===== src/rtl/bitrev_frame_sequencer.sv =====
// Double-buffered bit-reversal sequencer: natural-order samples in, bit-reversed frames out.
// One bank fills while the other drains; only the per-bank full flag is stored.
module bitrev_frame_sequencer #(
    parameter int unsigned SAMPLES = 8,
    parameter int unsigned WIDTH   = 3,
    parameter int unsigned DATA_W  = 16
) (
    input  logic              clk,
    input  logic              rst,
    input  logic              in_valid,
    input  logic [DATA_W-1:0] in_data,
    output logic              in_ready,
    output logic              out_valid,
    output logic [DATA_W-1:0] out_data,
    output logic              out_last,
    input  logic              out_ready,
    output logic [7:0]        frame_count
);

    if (SAMPLES != (1 << WIDTH)) begin : g_bad_params
        $error("bitrev_frame_sequencer: SAMPLES must equal 2**WIDTH");
    end

    localparam logic [WIDTH-1:0] LastIdx = WIDTH'(SAMPLES - 1);

    function automatic logic [WIDTH-1:0] bitrev(input logic [WIDTH-1:0] idx);
        logic [WIDTH-1:0] r;
        for (int k = 0; k < WIDTH; k++) begin
            r[k] = idx[WIDTH-1-k];
        end
        return r;
    endfunction

    logic [DATA_W-1:0] mem_q [2][SAMPLES];

    logic             wr_bank_q, wr_bank_d;
    logic             rd_bank_q, rd_bank_d;
    logic [WIDTH-1:0] wr_cnt_q, wr_cnt_d;
    logic [WIDTH-1:0] rd_cnt_q, rd_cnt_d;
    logic [1:0]       full_q, full_d;
    logic [7:0]       frame_count_q, frame_count_d;

    logic wr_fire, wr_done, rd_fire, rd_done;

    always_comb begin
        in_ready  = !full_q[wr_bank_q];
        out_valid = full_q[rd_bank_q];
        out_data  = out_valid ? mem_q[rd_bank_q][rd_cnt_q] : '0;
        out_last  = out_valid && (rd_cnt_q == LastIdx);

        wr_fire = in_valid && in_ready;
        wr_done = wr_fire && (wr_cnt_q == LastIdx);
        rd_fire = out_valid && out_ready;
        rd_done = rd_fire && out_last;
    end

    // Counters wrap to zero on their own at the frame boundary.
    always_comb begin
        wr_bank_d     = wr_bank_q;
        rd_bank_d     = rd_bank_q;
        wr_cnt_d      = wr_cnt_q;
        rd_cnt_d      = rd_cnt_q;
        full_d        = full_q;
        frame_count_d = frame_count_q;

        if (wr_fire) begin
            wr_cnt_d = wr_cnt_q + 1'b1;
        end
        if (wr_done) begin
            full_d[wr_bank_q] = 1'b1;
            wr_bank_d         = ~wr_bank_q;
        end
        if (rd_fire) begin
            rd_cnt_d = rd_cnt_q + 1'b1;
        end
        if (rd_done) begin
            full_d[rd_bank_q] = 1'b0;
            rd_bank_d         = ~rd_bank_q;
            frame_count_d     = frame_count_q + 8'd1;
        end
    end

    always_ff @(posedge clk) begin
        if (rst) begin
            wr_bank_q     <= 1'b0;
            rd_bank_q     <= 1'b0;
            wr_cnt_q      <= '0;
            rd_cnt_q      <= '0;
            full_q        <= 2'b00;
            frame_count_q <= 8'd0;
        end else begin
            wr_bank_q     <= wr_bank_d;
            rd_bank_q     <= rd_bank_d;
            wr_cnt_q      <= wr_cnt_d;
            rd_cnt_q      <= rd_cnt_d;
            full_q        <= full_d;
            frame_count_q <= frame_count_d;
        end
    end

    // Sample storage is deliberately not reset.
    always_ff @(posedge clk) begin
        if (!rst && wr_fire) begin
            mem_q[wr_bank_q][bitrev(wr_cnt_q)] <= in_data;
        end
    end

    // Filling needs the flag clear, draining needs it set, so both can never hit one bank.
    always_ff @(posedge clk) begin
        if (!rst) begin
            assert (!(wr_done && rd_done && (wr_bank_q == rd_bank_q)))
            else $error("bitrev_frame_sequencer: set and clear of one full flag together");
        end
    end

    assign frame_count = frame_count_q;

endmodule


===== config.mk =====
export PLATFORM = sky130hd
export DESIGN_NAME = bitrev_frame_sequencer
export DESIGN_NICKNAME = d
export VERILOG_FILES = /design/src/rtl/bitrev_frame_sequencer.sv
export SDC_FILE = /design/constraint.sdc
export NUM_CORES = 1
export LEC_CHECK = 0
export CAP_MARGIN = 20
export CELL_PAD_IN_SITES_DETAIL_PLACEMENT = 1
export CELL_PAD_IN_SITES_GLOBAL_PLACEMENT = 2
export CORE_ASPECT_RATIO = 1.25
export CORE_UTILIZATION = 47
export DETAILED_ROUTE_END_ITERATION = 8
export PLACE_DENSITY_LB_ADDON = 0.1
export SLEW_MARGIN = 25
export SYNTH_ARGS = -nofsm -noshare
export SYNTH_HDL_FRONTEND = slang
export SYNTH_SLANG_ARGS = --single-unit

===== constraint.sdc =====
create_clock -name clk -period 3.4 [get_ports clk]
set_clock_uncertainty 0.15 [all_clocks]
set_input_delay 0.51 -clock clk [delete_from_list [all_inputs] [get_ports clk]]
set_output_delay 0.51 -clock clk [all_outputs]
set_load 0.005 [all_outputs]

### Word level (Yosys, flattened, before mapping)

Memory sizes are Yosys's and may differ from the RTL's. A register that Yosys moved wholly into a read port is not among the register bits.
Cells that the tools add are included.
Widths: inputs -> output; s select.

| storage, ports and cells | value |
|---|---|
| bits in registers | 18 |
| bits in writable memories | 256 |
| output and inout bits | 27 |
| logic and storage cells | 57 |
| memories | 1 |

| cells by class | value |
|---|---|
| $add $sub $neg | 3 |
| order comparisons | 7 |
| equality and inequality tests | 2 |
| muxes and demuxes | 20 |
| bitwise gates (word level) | 7 |
| reductions and logical operators | 11 |

Memories:

| memory | depth | bits a word | rd ports | clocked after memory_dff | wr ports | RTL line | source |
|---|---|---|---|---|---|---|---|
| mem_q | 2 | 128 | 1 | 1 | 1 | 34 | `logic [DATA_W-1:0] mem_q [2][SAMPLES];` |

Operator list:

| kind | number |
|---|---|
| $mux 128 | 1 |
| $mux 16 | 4 |
| $bmux 16 s3 | 1 |
| $demux 16 s3 | 1 |
| $logic_and 1x1->1 | 9 |
| $mux 1 | 9 |
| $add 8x1->8 const B | 1 |
| $ge 4x4->1 const B | 2 |
| $not 3->4 | 2 |
| $add 3x1->3 const B | 2 |
| $eq 3x3->1 const B | 2 |
| $lt 1x2->1 const B | 2 |
| $lt 4x1->1 const B | 1 |
| $mux 2 | 2 |
| $and 2x2->2 | 1 |
| $demux 1 s1 | 2 |
| $ge 1x1->1 const B | 2 |
| $logic_not 1->1 | 2 |
| $not 1->1 | 2 |
| $not 2->2 | 1 |
| $or 2x2->2 | 1 |

### Depth between registers and ports, before layout

| depth | value |
|---|---|
| word-level depth | 8 |
| mapped depth | 6 |
| mapped depth without buffers | 5 |

### Worst setup path before layout

Ideal clock, no wire load.

| path | value |
|---|---|
| path kind | reg-to-reg |
| start point | reg wr_bank_q |
| end point | mem mem_q[0][0] in the netlist's numbering, enable pin |
| data arrival time | 2295 ps |
| data required time | 2841 ps |
| slack | 546 ps |
| cell stages (with the launch flop) | 6 |
| clock period less this slack | 2854 ps |
| path through | dfxtp_1 -> clkbuf_1 -> mux2_2 -> inv_1 -> nand3_1 -> nor3_1 |

| on the way | value |
|---|---|
| word-level cells in the longest chain between the ends | 7 |

Ends and longest elaborated chain:

| element | RTL line | source |
|---|---|---|
| start: declaration | 36 | `logic wr_bank_q, wr_bank_d;` |
| start signal: assignment | 92 | `wr_bank_q <= wr_bank_d;` |
| $mux 1 (not written as such) (2 in series) | 46 | `in_ready = !full_q[wr_bank_q];` |
| $logic_not 1->1 | 46 |  |
| named net in_ready | 12 | `output logic in_ready,` |
| $logic_and 1x1->1 | 51 | `wr_fire = in_valid && in_ready;` |
| $logic_and 1x1->1 | 103 | `if (!rst && wr_fire) begin` |
| $mux 1 | 103 |  |
| $mux 128 (not written as such) | 104 | `mem_q[wr_bank_q][bitrev(wr_cnt_q)] <= in_data;` |
| end: declaration | 34 |  |

The timed path passes the listed nets, and every way through them passes these cells. The select of a mux whose other input is x is not followed.

==> results.py <==
metrics = {
    "routing": {
        "route.detailed.drc": 0,
        "drt-initial-drc-count": 374,
        "viasPerCell": 5.93,
        "firstDrtPassIters": 4,
        "ant_nets": 0,
        "num_vias": 5390,
        "routed_wl_um": 25000,
        "avgRoutedWirePerCell_um": 27.6,
    },
    "yosys": {
        "syn_area_um2": 10800,
        "synth-edff-count": 256,
        "async_flop_share_pct": 0,
        "yosysMostFrequentCell": "edfxtp_1",
        "ys_top_cells_by_count": "edfxtp_1 (256), mux4_2 (64), mux2i_1 (33), dfxtp_1 (19), o22ai_1 (16)",
        "yosysWarnings": 0,
        "post_synth.cell_area_avg_um2": 20.6,
        "synth_top_area_share_pct": 71.3,
        "synth_area_leaders": "edfxtp_1 (71%), mux4_2 (13%), dfxtp_1 (3.5%)",
        "synth_area_leader_cell": "edfxtp_1",
        "yosysUniqueCellTypes": 33,
        "synthFlopType": "edfxtp_1",
        "ys_ff_latch": 275,
        "ys_seq_area_share_pct": 74.9,
        "syn_inst": 524,
        "synth_nets": 553,
    },
    "cts": {
        "clk_pin_slew_ns": 0.06,
        "cts_root_buffer": "clkbuf_16",
        "numCtsBuffers": 26,
        "cts.sinks": 275,
        "cts_tree": "built",
        "clock_latency_ns": 0.52,
        "max-clock-path-buffers": 3,
        "cts-htree-levels": 1,
    },
    "sta": {
        "max_slew_margin_pct": 60.2,
        "min_period_over_period_pct": 98.2,
        "rsz0062_at_grt": "no",
        "setup_violations": 0,
        "fin_tns_setup_ns": 0,
        "timing.final.ws_setup_ns": 0.0614,
        "hold_viol_final": 0,
        "fmax_ghz": 0.300,
        "slew_viol_final": 0,
        "finalCriticalPeriod_ns": 3.34,
        "worstMarginPinSlew_ns": 0.595,
    },
    "power": {
        "p_total_w": 0.00682,
        "leakage_nw": 3.91,
        "peakVddDrop_v": 0.000418,
        "powerDensity_nw_per_um2": 534,
    },
    "global_route": {
        "grt_usage_pct": 22.3,
        "grt_max_degree": 63,
        "grt_pass1_wl_um": 36800,
        "grt.overflow.total": 0,
        "grt_pass1_vias": 5877,
        "antenna_found_initial": 1,
    },
    "floorplanning": {
        "die_w_um": 137,
        "dieArea_um2": 23500,
        "die_height_um": 171,
        "rows": 61,
        "start_util_pct": 48.2,
        "io_pins": 47,
        "core-area_um2": 22400,
    },
    "setup_path": {
        "critPathCaptureType": "output pin",
        "startpoint_type": "flip-flop",
        "crit_arrival_ns": 2.68,
        "crit_type": "flip-flop to output pin",
        "required_ns": 2.74,
        "worstPathMaxFanout": 7,
    },
    "placement": {
        "dp_hpwl_um": 14400,
        "gp_congestion": 0.705,
        "port_buffers": 46,
        "pre_cts_slack_ns": 0.430,
    },
    "final_layout": {
        "area_growth_pct": 18.4,
        "layout.nets": 634,
        "layout-drive-gt1-share_pct": 25.8,
    },
    "run_status": {
        "outcome": "complete, no violations",
    },
    "min_path": {
        "min_path_type": "flip-flop to flip-flop",
    },
    "run": {
        "maxCapViolCount": 0,
    },
}
-- flip-flops by register name (all words and copies together) (netlist names), named ones only --
register,cells
frame_count,8
full_q,2
mem_q,256
rd_bank_q,1
rd_cnt_q,3
wr_bank_q,1
wr_cnt_q,3
-- metal layers --
| layer | part of all wire, % | vias up | track usage (%) |
|---|---|---|---|
| li1 | - | 2343 | - |
| met1 | 40 | 2865 | 27.7 |
| met2 | 52 | 146 | 39.1 |
| met3 | 4.9 | 36 | 3.54 |
| met4 | 3.1 | 0 | 8.41 |
| met5 | 0 | - | 0 |
-- kinds of logic (layout without fill, tap and decap cells) --
group,after synthesis,in the layout,synth area share [%]
multiplexers,99,99,16.6
AND/OR/NAND/NOR,50,50,2.60
flip-flops,275,275,74.9
other,0,1,0
adder cells (fa/ha/maj),9,9,1.04
buffers and inverters,41,142,1.94
AO/OA/AOI/OAI,50,50,2.90
-- metrics by stage --
stage,utilization (%),instance area (um^2),hold slack [ns],std cells
6_report,57.0,12800,0.354,909
5_1_grt,57.0,12800,0.395,908
4_1_cts,56.8,12700,0.358,905
3_5_place_dp,52.4,11700,0.346,853
3_3_place_gp,52.4,11700,0.323,853
2_1_floorplan,-,10800,0.326,524
-- final timing paths --
check                                                 start                           to  slack (ns)  cells after the start
worst max-delay path                              flip-flop                 out_data[14]        0.06                      5
worst min-delay path            frame_count[6]$_SDFFE_PP0P_  frame_count[6]$_SDFFE_PP0P_        0.35                      2
worst max register to register       wr_bank_q$_SDFFE_PP0N_       mem_q[1][58]$_DFFE_PP_        1.13                      4
worst min register to register  frame_count[6]$_SDFFE_PP0P_  frame_count[6]$_SDFFE_PP0P_        0.35                      2
-- final cells by class --
class                      instances  area, um^2
multi-input combinational        208        2570
sequential                       275        8080
fill                            1933        9610
clock inverter                    18         185
tap                              283         354
inverter                          14        52.6
antenna                            1        2.50
timing repair buffer              80         823
clock buffer                      30         687
-- layout by cell type, fill, tap and decap left out, drive strengths merged, types with 2 or more instances in the layout --
cell,count
a21oi,14
a311oi,2
a31oi,2
and2,6
buf,32
bufinv,4
clkbuf,31
clkdlybuf4s50,46
clkinv,13
dfxtp,19
edfxtp,256
ha,9
inv,15
mux2,2
mux2i,33
mux4,64
nand2,3
nand2b,2
nand3,7
nand4,5
nor2,8
nor2b,2
nor3,5
nor4,3
o21ai,6
o21ba,2
o22ai,16
o31ai,6
or3,2
or4,6
-- worst max-delay path, stage by stage, from the launching register on --
cell,delay [ns]
dfxtp_4,0.44
buf_4,0.16
mux4_2,0.50
mux2i_1,0.39
o22ai_1,0.18
clkdlybuf4s50_1,0.49
-- power breakdown --
part	internal [W]	total (W)	switching [W]
registers	0.00372	0.00373	0.00000760
logic	0.0000511	0.000145	0.0000943
clock network	0.00175	0.00294	0.00120
-- timing repair --
action / in CTS / in global routing
buffers inserted: 2 / 2
hold buffers: 0 / 0
cloned: 2 / 1
setup endpoints to repair: 9 / 12
resized for setup: 9 / 4
No activity file was read; power rests on OpenSTA's default activity.
